File: src/rtl/seq_divider.sv
// Multi-cycle radix-2 restoring divider, signed/unsigned per request, with
// valid/ready on both sides, flush, and fixed results for divide-by-zero and MIN/-1.
module seq_divider #(
  parameter int WIDTH = 32,
  parameter int CNT_W = $clog2(WIDTH + 1)
) (
  input  logic             clk,
  input  logic             rst_n,
  input  logic             in_valid,
  output logic             in_ready,
  input  logic             is_signed,
  input  logic [WIDTH-1:0] numerator,
  input  logic [WIDTH-1:0] denominator,
  input  logic             flush,
  output logic             out_valid,
  input  logic             out_ready,
  output logic [WIDTH-1:0] quotient,
  output logic [WIDTH-1:0] remainder,
  output logic             div_by_zero,
  output logic             overflow,
  output logic             busy
);

  typedef enum logic [1:0] {
    IDLE = 2'd0,
    CALC = 2'd1,
    FIX  = 2'd2,
    DONE = 2'd3
  } state_t;

  localparam logic [WIDTH-1:0] ZERO_V   = {WIDTH{1'b0}};
  localparam logic [WIDTH-1:0] ONE_V    = {{(WIDTH-1){1'b0}}, 1'b1};
  localparam logic [WIDTH-1:0] ONES_V   = {WIDTH{1'b1}};
  localparam logic [WIDTH-1:0] MIN_V    = {1'b1, {(WIDTH-1){1'b0}}};
  localparam logic [CNT_W-1:0] CNT_ZERO = {CNT_W{1'b0}};
  localparam logic [CNT_W-1:0] CNT_ONE  = {{(CNT_W-1){1'b0}}, 1'b1};
  localparam logic [CNT_W-1:0] CNT_LAST = CNT_W'(WIDTH - 1);

  function automatic logic [WIDTH-1:0] neg_f(input logic [WIDTH-1:0] v);
    return ~v + ONE_V;
  endfunction

  function automatic logic [WIDTH-1:0] mag_f(input logic [WIDTH-1:0] v, input logic neg);
    return neg ? neg_f(v) : v;
  endfunction

  state_t           state_r, state_s;
  logic [CNT_W-1:0] cnt_r;
  logic             in_ready_r, out_valid_r, busy_r;
  logic             sgn_r, num_neg_r, den_neg_r;
  logic [WIDTH-1:0] q_r, p_r, d_r;
  logic [WIDTH-1:0] quotient_r, remainder_r;
  logic             dbz_r, ovf_r;

  logic             accept_s, consume_s, dbz_s, ovf_s;
  logic             num_neg_s, den_neg_s, qbit_s;
  logic [WIDTH:0]   shift_s, diff_s;

  assign accept_s  = in_valid & in_ready_r & ~flush;
  assign consume_s = out_valid_r & out_ready;
  assign num_neg_s = is_signed & numerator[WIDTH-1];
  assign den_neg_s = is_signed & denominator[WIDTH-1];
  assign dbz_s     = (denominator == ZERO_V);
  assign ovf_s     = is_signed & (numerator == MIN_V) & (denominator == ONES_V);

  // The (WIDTH+1)-bit partial remainder; a set MSB of the difference means "restore".
  assign shift_s = {p_r, q_r[WIDTH-1]};
  assign diff_s  = shift_s - {1'b0, d_r};
  assign qbit_s  = ~diff_s[WIDTH];

  assign in_ready    = in_ready_r;
  assign out_valid   = out_valid_r;
  assign busy        = busy_r;
  assign quotient    = quotient_r;
  assign remainder   = remainder_r;
  assign div_by_zero = dbz_r;
  assign overflow    = ovf_r;

  // Next-state decode; flush overrides every transition.
  always_comb begin
    state_s = state_r;
    if (flush) begin
      state_s = IDLE;
    end else begin
      case (state_r)
        IDLE: begin
          if (accept_s) begin
            if (dbz_s | ovf_s) state_s = DONE;
            else               state_s = CALC;
          end else begin
            state_s = IDLE;
          end
        end
        CALC: begin
          if (cnt_r == CNT_LAST) state_s = FIX;
          else                   state_s = CALC;
        end
        FIX:  state_s = DONE;
        DONE: begin
          if (consume_s) state_s = IDLE;
          else           state_s = DONE;
        end
        default: state_s = IDLE;
      endcase
    end
  end

  // State, iteration counter and handshake flags; out_valid trails DONE entry by one cycle.
  always_ff @(posedge clk or negedge rst_n) begin
    if (!rst_n) begin
      state_r     <= IDLE;
      cnt_r       <= CNT_ZERO;
      in_ready_r  <= 1'b1;
      out_valid_r <= 1'b0;
      busy_r      <= 1'b0;
    end else begin
      state_r     <= state_s;
      in_ready_r  <= (state_s == IDLE);
      busy_r      <= (state_s != IDLE);
      out_valid_r <= (state_r == DONE) && (state_s == DONE);
      if ((state_r == CALC) && (state_s == CALC)) cnt_r <= cnt_r + CNT_ONE;
      else                                        cnt_r <= CNT_ZERO;
    end
  end

  // Operand capture, shift/subtract iteration, sign fix-up and result registers.
  always_ff @(posedge clk or negedge rst_n) begin
    if (!rst_n) begin
      sgn_r       <= 1'b0;
      num_neg_r   <= 1'b0;
      den_neg_r   <= 1'b0;
      q_r         <= ZERO_V;
      p_r         <= ZERO_V;
      d_r         <= ZERO_V;
      quotient_r  <= ZERO_V;
      remainder_r <= ZERO_V;
      dbz_r       <= 1'b0;
      ovf_r       <= 1'b0;
    end else if (!flush) begin
      case (state_r)
        IDLE: begin
          if (accept_s) begin
            sgn_r     <= is_signed;
            num_neg_r <= num_neg_s;
            den_neg_r <= den_neg_s;
            q_r       <= mag_f(numerator, num_neg_s);
            d_r       <= mag_f(denominator, den_neg_s);
            p_r       <= ZERO_V;
            if (dbz_s) begin
              quotient_r  <= ONES_V;
              remainder_r <= numerator;
              dbz_r       <= 1'b1;
              ovf_r       <= 1'b0;
            end else if (ovf_s) begin
              quotient_r  <= MIN_V;
              remainder_r <= ZERO_V;
              dbz_r       <= 1'b0;
              ovf_r       <= 1'b1;
            end
          end
        end
        CALC: begin
          p_r <= qbit_s ? diff_s[WIDTH-1:0] : shift_s[WIDTH-1:0];
          q_r <= {q_r[WIDTH-2:0], qbit_s};
        end
        FIX: begin
          quotient_r  <= mag_f(q_r, sgn_r & (num_neg_r ^ den_neg_r));
          remainder_r <= mag_f(p_r, sgn_r & num_neg_r);
          dbz_r       <= 1'b0;
          ovf_r       <= 1'b0;
        end
        DONE: begin
        end
        default: begin
        end
      endcase
    end
  end

endmodule

File: config.mk
export PLATFORM = sky130hd
export DESIGN_NAME = seq_divider
export DESIGN_NICKNAME = d
export VERILOG_FILES = /design/src/rtl/seq_divider.sv
export SDC_FILE = /design/constraint.sdc
export NUM_CORES = 1
export LEC_CHECK = 0
export BUFFER_PORTS_ARGS = -buffer_cell sky130_fd_sc_hd__buf_2
export CORE_MARGIN = 4
export CORE_UTILIZATION = 40
export CTS_CLUSTER_SIZE = 30
export DETAILED_ROUTE_END_ITERATION = 10
export PLACE_DENSITY = 0.56
export SLEW_MARGIN = 30
export SYNTH_ARGS = -nofsm -noshare
export SYNTH_HDL_FRONTEND = slang
export SYNTH_SLANG_ARGS = --single-unit
File: constraint.sdc
create_clock -name clk -period 4.7 [get_ports clk]
set_input_delay 0.47 -clock clk [delete_from_list [all_inputs] [get_ports clk]]
set_output_delay 0.47 -clock clk [all_outputs]
set_load 0.01 [all_outputs]
==> metrics.md, run 1 <==
| Metric | Value |
|---|---|
| Status | `finished clean` |
| Critical path arrival | `4.01 ns` |
| P_leak | `6.17 nW` |
| GRT Residual Overflow | `0` |
| CP Launch Type | `register` |
| Clock sink total | `176` |
| Core Rows | `63` |
| Sequential element share of the synthesized area | `0.368` |
| Endpoints failing hold | `0` |
| Crit Reg-Reg Startpoint | `q_r[31]` |
| Critical-path maximum fanout | `39` |
| Mapped Area | `12,000 sq um` |
| Commonest cells after routing, fill and taps aside | `nand2_1 (217), o21ai_0 (201), dfrtp_1 (175)` |
| Worst IR drop on VDD | `0.339 mV` |
| Synth Instances | `1,467` |
| Finished Core Util | `0.461` |
| Footprint of the multi-input gates | `7020 sq um` |
| Hold Path Class | `input port to asynchronous set/reset pin` |
| Worst-margin pin slew | `around 0.91 ns` |
| CTS Buffer Depth | `2` |
| Setup Total Neg Slack | `0 ns` |
| CP Launch Point | `q_r[31]` |
| DPL Wire Length | `28,300 um` |
| DP Worst Slack | `0.964 ns` |
| Slew Viols, Final | `0` |
| Buffer count from post-CTS setup fixing | `0` |
| GRT Util Overall | `0.220` |
| Pwr/cell area | `491 nW/um^2` |
| Most used DFF post-synth | `dfrtp_1` |
| Final WS setup | `1.04 ns` |
| Routed vias/inst | `roughly 5.5` |
| Post-route DRC | `0` |
| DRT antenna net count | `0` |
| Flops & latches, synth | `176` |
| Placed Cells | `1,929` |
| Register area | `around 4400 sq um` |
| Clock skew | `0.0226 ns` |
| Critical path's slowest cell | `a211oi_1` |
| Ant. Diodes | `0` |
| Final non-filler cell area | `around 14,000 sq um` |
| Synth Warn # | `0` |
| Critical-path cell list | `inv_1, ha_1, fa_1, nand2b_1, a21oi_1, o41a_1, o21ai_0, a211oi_1, a21oi_1, xnor2_2, buf_12, mux2_1, o22ai_1` |
| Share of layout cells above drive strength 1 | `0.132` |
| Synth unique cells | `67` |
| Relative slew slack | `0.390` |
| Endpoints failing setup | `0` |
| Clock root buffer | `clkbuf_16` |
| H-tree depth | `4` |
| Fill count | `around 3,000` |
| Starting Density | `0.405` |
| Number of global-route vias before repair | `10,182` |
| First-pass GRT wire length | `57,800 um` |
| P&R area growth vs syn | `13.9%` |
| Placeable Area | `slightly below 30,000 sq um` |
| Die H | `181 um` |
| Vias post-DR | `10,839` |
| Number of flops mapped to enable cells by yosys | `0` |
| GP Congestion | `0.934` |
| Final net count | `around 1,700` |
| Resize count post-CTS | `0` |
| Number of I/O port buffers | `138` |
| Critical path type | `register to register` |
| Final non-filler cell total | `slightly below 2,000` |
| Largest net degree at the start of global routing | `94` |
| Clock Latency Late Sink | `0.44 ns` |
| Mapped Nets | `1,576` |
| Most used cell, CP | `a21oi_1` |
| Initial antenna violation count | `0` |
| Max_cap viols | `0` |
| Pre-antenna DRT Iters | `5` |
| Post-route clock period utilization | `0.780` |
| Crit path capture type | `register` |
| CTS tree | `built` |
| Hold_buf cts | `0` |
| Min Tclk post-route | `3.66 ns` |
| Drt initial violations | `839` |
| CP peak stage delay | `0.49 ns` |
| Top-level port count | `139` |
| Drt total wl | `approximately 37,000 um` |
| RSZ-0062 raised after global routing | `false` |
| Die width | `181 um` |
| Worst EP required | `approximately 5 ns` |
| Worst-path clk slew | `0.08 ns` |
| Die area | `roughly 33,000 sq um` |
| Placed cell area | `roughly 13,000 sq um` |
| Asr flop ratio synth | `1.00` |
| Most common cell after layout, fill and taps aside | `nand2_1` |
| Max Clk Rate | `0.273 GHz` |
| WL per Instance | `18.6 um` |
| CTS Buf Count | `17` |
| Mapped Avg Cell Area | `8.15 sq um` |
==> cell usage after synthesis, drive strengths merged (11+ instances only) <==
cell type | count | share of area
nand2 | 217 | 0.068
o21ai | 215 | 0.090
dfrtp | 175 | 0.37
a21oi | 96 | 0.040
nor2 | 90 | 0.028
clkbuf | 74 | 0.023
xnor2 | 74 | 0.054
xor2 | 73 | 0.053
inv | 58 | 0.018
ha | 38 | 0.040
nor3 | 32 | 0.015
o22ai | 27 | 0.015
a22oi | 23 | 0.014
a31oi | 23 | 0.012
o31ai | 23 | 0.014
a21o | 20 | 0.013
mux2i | 19 | 0.016
nand4 | 17 | 0.0089
nor4 | 17 | 0.012
nand3 | 14 | 0.0059
or3 | 14 | 0.0077
nand2b | 13 | 0.0070
and3 | 11 | 0.0058
==> layout make-up <==
cell class | instances | area share
Tap cell | 390 | 0.0358
Inverter | 58 | 0.0160
Clock inverter | 15 | 0.0139
Multi-Input combinational cell | 1150 | 0.515
Timing Repair Buffer | 155 | 0.0641
Sequential cell | 176 | 0.324
Clock buffer | 17 | 0.0312
==> worst max-delay path: cells and delay by family, from the launching register on <==
| family | cells | cell delay [ns] |
|---|---|---|
| AO/OA/AOI/OAI | 6 | 1.48 |
| adder cells (fa/ha/maj) | 2 | 0.61 |
| flip-flops | 1 | 0.36 |
| buffers and inverters | 2 | 0.35 |
| multiplexers | 1 | 0.35 |
| XOR/XNOR | 1 | 0.21 |
| AND/OR/NAND/NOR | 1 | 0.19 |
==> worst paths after layout <==
path | cells after the start | endpoint | slack, ns
hold reg to reg | 1 | cnt_r[0] | 0.47
setup reg to reg | 13 | p_r[1] | 1.04
hold / removal | 1 | remainder[5] | 0.1
max in group asynchronous | 2 | p_r[15] | 3.62
min in group clk | 3 | d_r[31] | 0.32
setup / recovery | 13 | p_r[1] | 1.04
==> metrics by stage <==
stage	power (mW)	hold slack, ns
after floorplan	4.38	0.174
after global placement	5.19	0.449
after detailed placement	5.21	0.458
after CTS	6.72	0.150
after global routing	7.20	0.149
final	6.69	0.0969
==> flip-flops by register name, summed over array words and instances, names as in the netlist <==
register and cells:
d_r 32, p_r 32, q_r 32, quotient 32
remainder 32, cnt_r 6, state_r 2, busy 1
den_neg_r 1, div_by_zero 1, in_ready 1, num_neg_r 1
out_valid 1, overflow 1, sgn_r 1
==> metal layers <==
metal,up-vias,wire [um],track usage
met5,-,0,0
met4,0,970,0.0668
met3,45,1460,0.0280
met2,281,17200,0.365
met1,5113,16900,0.301
li1,5400,-,-
==> cells by family (layout without fill, tap and decap cells) <==
family / after synthesis / after routing / share of synthesized area
AOI/OAI and AO/OA: 484 / 484 / 0.239
and+or+nand+nor: 459 / 459 / 0.179
muxes: 21 / 21 / 0.0181
buffers and inverters: 141 / 245 / 0.0465
xor gates and xnor gates: 147 / 147 / 0.108
adders and majority gates: 39 / 39 / 0.0414
DFF: 176 / 176 / 0.368
==> power by group <==
group / switching [mW] / leakage (nW) / internal (mW)
combinational: 1.80 / 3.55 / 1.29
sequential: 0.358 / 2.33 / 1.75
clock: 0.718 / 0.298 / 0.771
total: 2.88 / 6.17 / 3.81
No activity file was read; power rests on OpenSTA's default activity.
==> run 2: changes to the inputs <==
--- a/config.mk
+++ b/config.mk
@@ -10,7 +10,7 @@
 export CORE_UTILIZATION = 40
 export CTS_CLUSTER_SIZE = 30
 export DETAILED_ROUTE_END_ITERATION = 10
-export PLACE_DENSITY = 0.56
+export PLACE_DENSITY = 0.58
 export SLEW_MARGIN = 30
 export SYNTH_ARGS = -nofsm -noshare
 export SYNTH_HDL_FRONTEND = slang
==> constraint.sdc (replaced) <==
create_clock -name clk -period 3 [get_ports clk]
set_input_delay 0.3 -clock clk [delete_from_list [all_inputs] [get_ports clk]]
set_output_delay 0.3 -clock clk [all_outputs]
set_load 0.01 [all_outputs]
==> metrics.md, run 2 (synthesized netlist as in run 1, its figures left out) <==
| Metric | Value |
|---|---|
| Drt initial violations | `845` |
| Relative slew slack | `0.509` |
| GRT Util Overall | `0.231` |
| Post-route clock period utilization | `0.957` |
| Fill count | `2,927` |
| Core Rows | `63` |
| Final net count | `about 1,800` |
| Clock skew | `0.0175 ns` |
| HP Start | `denominator[31]` |
| Status | `finished clean` |
| Drt total wl | `approximately 38,000 um` |
| Routed vias/inst | `5.48` |
| Placed cell area | `13,800 sq um` |
| Critical path type | `register to register` |
| Placed Cells | `2,035` |
| CTS Buf Count | `17` |
| Largest net degree at the start of global routing | `59` |
| Final non-filler cell area | `14,700 sq um` |
| GP Congestion | `0.929` |
| Vias post-DR | `11,349` |
| Min Tclk post-route | `2.87 ns` |
| Most common cell after layout, fill and taps aside | `nand2_1` |
| Die area | `32,700 sq um` |
| Max Clk Rate | `between 0.3 and 0.4 GHz` |
| Pwr/cell area | `811 nW/um^2` |
| CP peak stage delay | `0.39 ns` |
| Placeable Area | `roughly 30,000 sq um` |
| Worst EP required | `3.30 ns` |
| RSZ-0062 raised after global routing | `true` |
| Initial antenna violation count | `1` |
| H-tree depth | `4` |
| Worst IR drop on VDD | `between 0.4 and 0.5 mV` |
| Number of I/O port buffers | `approximately 140` |
| DRT antenna net count | `0` |
| Endpoints failing hold | `0` |
| Starting Density | `0.405` |
| Clock Latency Late Sink | `0.44 ns` |
| Critical-path maximum fanout | `6` |
| First-pass GRT wire length | `61,000 um` |
| Hold Path Class | `input port to register` |
| Endpoints failing setup | `0` |
| GRT Residual Overflow | `0` |
| Critical path's slowest cell | `dfrtp_1` |
| CP Launch Point | `p_r[20]` |
| CTS Buffer Depth | `2` |
| P&R area growth vs syn | `22.7%` |
| Die H | `181 um` |
| Die width | `181 um` |
| Post-route DRC | `0` |
| Worst-path clk slew | `0.08 ns` |
| WL per Instance | `18.4 um` |
| Worst-margin pin slew | `0.736 ns` |
| Pre-antenna DRT Iters | `7` |
| CTS tree | `built` |
| Slew Viols, Final | `0` |
| Share of layout cells above drive strength 1 | `0.202` |
| Top-level port count | `139` |
| Clock sink total | `176` |
| Final non-filler cell total | `2,072` |
| Critical-path cell list | `ha_1, a21o_1, a211o_1, or3_4, o22ai_4, a211oi_4, a21oi_4, xnor2_4, buf_12, clkbuf_16, mux2i_1, o21ai_0` |
| Number of global-route vias before repair | `10,967` |
| Crit path capture type | `register` |
| Max_cap viols | `0` |
| DPL Wire Length | `between 20,000 and 30,000 um` |
| Clock root buffer | `clkbuf_16` |
| P_leak | `about 6.8 nW` |
| CP Launch Type | `register` |
| Commonest cells after routing, fill and taps aside | `nand2_1 (216), o21ai_0 (194), dfrtp_1 (173)` |
| Critical path arrival | `3.17 ns` |
| Crit Reg-Reg Startpoint | `p_r[20]` |
-- run 2: path summary, 6_finish.rpt --
path	end	slack, ns	cells after the start
max in group asynchronous	cnt_r[4]	1.84	3
setup reg to reg	p_r[3]	0.13	12
hold / removal	d_r[31]	0.18	3
hold reg to reg	cnt_r[0]	0.47	1
setup / recovery	p_r[3]	0.13	12
min in group asynchronous	q_r[8]	0.41	2
-- run 2: where the power goes --
group | internal [mW] | total [mW] | switching [mW]
clock | 1.12 | 2.25 | 1.13
sequential | 2.74 | 3.19 | 0.447
combinational | 3.04 | 6.47 | 3.43
total | 6.90 | 11.9 | 5.00
-- run 2: metrics by stage --
stage | power, mW | hold slack [ns] | setup slack [ns] | TNS, ns | utilization
2_1_floorplan | 6.89 | 0.00441 | 0.0221 | 0 | -
3_3_place_gp | 9.08 | 0.332 | -0.0397 | -0.282 | 0.468
3_5_place_dp | 9.15 | 0.327 | -0.110 | -2.06 | 0.468
4_1_cts | 11.6 | 0.175 | -0.0331 | -0.0331 | 0.491
5_1_grt | 12.8 | 0.200 | -0.0280 | -0.0294 | 0.496
6_report | 11.9 | 0.183 | 0.129 | 0 | 0.497
-- run 2: critical path, delay by kind of cell, from the launching register on --
| family | cells | cell delay (ns) |
|---|---|---|
| buf+inv | 2 | 0.31 |
| flops | 1 | 0.39 |
| xor+xnor | 1 | 0.18 |
| mux | 1 | 0.19 |
| fa+ha+maj | 1 | 0.31 |
| simple gates | 1 | 0.39 |
| compound gates | 6 | 0.97 |
-- run 2: cell type report --
class,instances,area [sq um],share of cell area
multi-input cells,1150,7190,0.490
flip-flops and latches,176,4410,0.300
repair buffers,265,1780,0.121
well taps,390,488,0.0332
clock buffers,17,425,0.0290
inverters,58,218,0.0148
clock inverters,15,161,0.0110
diodes,1,2.50,0.000171
-- run 2: repair_timing --
item,CTS,global route
hold endpoints to repair,55,0
gates cloned,1,1
resized for setup,15,26
pin swaps,7,14
buffers inserted,1,1
setup endpoints to repair,27,34
hold buffers,1,0
-- run 2: routing by layer --
metal  track usage  vias up  share of wire
met4        0.0865        2          0.037
met2         0.376      313           0.47
met1         0.316     5347           0.45
met3        0.0276       70          0.044
met5             0        -        0.00034
li1              -     5617              -
==> run 3: changes to the inputs <==
--- a/config.mk
+++ b/config.mk
@@ -6,11 +6,14 @@
 export NUM_CORES = 1
 export LEC_CHECK = 0
 export BUFFER_PORTS_ARGS = -buffer_cell sky130_fd_sc_hd__buf_2
+export CELL_PAD_IN_SITES_DETAIL_PLACEMENT = 0
+export CELL_PAD_IN_SITES_GLOBAL_PLACEMENT = 1
 export CORE_MARGIN = 4
 export CORE_UTILIZATION = 40
+export CTS_BUF_LIST = sky130_fd_sc_hd__clkbuf_8
 export CTS_CLUSTER_SIZE = 30
 export DETAILED_ROUTE_END_ITERATION = 10
-export PLACE_DENSITY = 0.58
+export PLACE_DENSITY = 0.75
 export SLEW_MARGIN = 30
 export SYNTH_ARGS = -nofsm -noshare
 export SYNTH_HDL_FRONTEND = slang
==> metrics.md, run 3 (synthesized netlist as in run 1, its figures left out) <==
| Metric | Value |
|---|---|
| Die area | `32,700 sq um` |
| WHS Endpoint | `d_r[31]` |
| P&R area growth vs syn | `21.6%` |
| Die H | `between 150 and 200 um` |
| DPL Wire Length | `30,600 um` |
| Pwr Total | `11.5 mW` |
| Final non-filler cell total | `approximately 2,100` |
| CP Launch Type | `register` |
| Final net count | `1,800` |
| Largest net degree at the start of global routing | `74` |
| Crit path capture type | `register` |
| Final non-filler cell area | `14,500 sq um` |
| Post-route clock period utilization | `0.977` |
| Placed Cells | `2,050` |
| Commonest cells after routing, fill and taps aside | `nand2_1 (217), o21ai_0 (184), dfrtp_1 (175)` |
| Worst EP required | `3.39 ns` |
| Pre-antenna DRT Iters | `7` |
| Ant. Diodes | `0` |
| Clock skew | `0.0110 ns` |
| Max Clk Rate | `0.341 GHz` |
| Die width | `181 um` |
| Min Tclk post-route | `2.93 ns` |
| Placeable Area | `29,600 sq um` |
| Starting Density | `0.405` |
| Clock sink total | `about 180` |
| GRT Util Overall | `0.237` |
| Worst IR drop on VDD | `0.468 mV` |
| Drt initial violations | `768` |
| Routed vias/inst | `around 5.5` |
| CTS Buf Count | `17` |
| Worst-path clk slew | `about 0.090 ns` |
| Post-route DRC | `0` |
| Hold_ws | `0.130 ns` |
| R2R depth | `13` |
| Worst r2r dst | `p_r[1]` |
| Hold Crit Depth | `3` |
| Relative slew slack | `0.498` |
| Status | `finished clean` |
| Clock root buffer | `clkbuf_8` |
| Top-level port count | `139` |
| HP Start | `denominator[31]` |
| H-tree depth | `4` |
| CTS tree | `built` |
| DP Worst Slack | `-0.142 ns` |
| Drt total wl | `38,800 um` |
| Final WS setup | `0.0703 ns` |
| Max_cap viols | `0` |
| Clock Latency Late Sink | `0.48 ns` |
| Crit Reg-Reg Startpoint | `d_r[0]` |
| Critical path type | `register to register` |
| Reg-to-reg setup timing slack | `0.07 ns` |
| Most common cell after layout, fill and taps aside | `nand2_1` |
| RSZ-0062 raised after global routing | `true` |
| Endpoints failing hold | `0` |
| Worst-margin pin slew | `0.752 ns` |
| GRT Residual Overflow | `0` |
| Vias post-DR | `11,450` |
| P_leak | `6.78 nW` |
| DRT antenna net count | `0` |
| Slew Viols, Final | `0` |
| Number of global-route vias before repair | `11,211` |
| First-pass GRT wire length | `62,200 um` |
| Critical path arrival | `3.32 ns` |
| Share of layout cells above drive strength 1 | `0.209` |
| GP Congestion | `0.890` |
| Pwr/cell area | `a little under 800 nW/um^2` |
| WL per Instance | `18.5 um` |
| Critical-path maximum fanout | `6` |
| Placed cell area | `13,900 sq um` |
| Hold Path Class | `input port to register` |
| Initial antenna violation count | `0` |
| Endpoints failing setup | `0` |
| Core Rows | `63` |
| Number of I/O port buffers | `138` |
| CTS Buffer Depth | `2` |
## run 3: cell count changes in the layout (fill, tap and decap cells not counted), moves of 5 or more
| cell | delta |
|---|---|
| buf_4 | +23 |
| clkbuf_16 | -19 |
| clkbuf_8 | +18 |
| inv_8 | -5 |
| o21ai_0 | -10 |
| o21ai_1 | +9 |
## run 3: final cells by class
class                           instances  area, sq um
Fill cell                            2951        15000
Multi-Input combinational cell       1150         7130
Sequential cell                       176         4410
Timing Repair Buffer                  288         1930
Tap cell                              390          488
Clock buffer                           18          248
Inverter                               58          218
Clock inverter                         14          129
## run 3: timing repair
action | 4_1_cts | 5_1_grt
endpoints found under the setup margin | 31 | 35
hold buffers | 1 | 0
pin swaps | 4 | 14
endpoints found under the hold margin | 69 | 0
buffers inserted | 7 | 5
gates resized for setup | 9 | 39
## run 3: worst max-delay path by stage
stage	from	endpoint	slack [ns]	cells past startpoint
4_1_cts	q_r[31]	p_r[1]	0.006	14
6_report	d_r[0]	p_r[1]	0.07	13
3_5_place_dp	numerator[24]	remainder[29]	-0.14	10
2_1_floorplan	p_r[20]	p_r[1]	0.02	12
5_1_grt	d_r[0]	p_r[7]	-0.10	14
3_3_place_gp	numerator[24]	remainder[21]	-0.06	11
## run 3: power by group
group / leakage [nW] / internal [mW] / switching (mW)
Clock: 0.195 / 0.745 / 0.898
Combinational: 4.25 / 3.15 / 3.51
Sequential: 2.33 / 2.74 / 0.414
## run 3: through the flow
stage                      util  TNS, ns
after floorplan               -        0
after global placement    0.472    -1.62
after detailed placement  0.472    -5.65
after CTS                 0.488        0
after global routing      0.492    -1.29
final                     0.492        0
## run 3: worst max-delay path, stage by stage, from the launching register on
cell and delay [ns]:
dfrtp_1 0.44, ha_4 0.20, fa_2 0.37, nand2b_4 0.16
a21oi_4 0.15, o41a_1 0.18, o21ai_2 0.08, a211oi_2 0.25
a21oi_2 0.11, xnor2_2 0.22, buf_12 0.16, buf_12 0.11
mux2_4 0.29, o22ai_1 0.12
## run 3: layer usage
layer | share of wire | GRT usage
met1 | 0.45 | 0.313
met2 | 0.47 | 0.396
met3 | 0.044 | 0.0304
met4 | 0.036 | 0.0938
met5 | 0 | 0
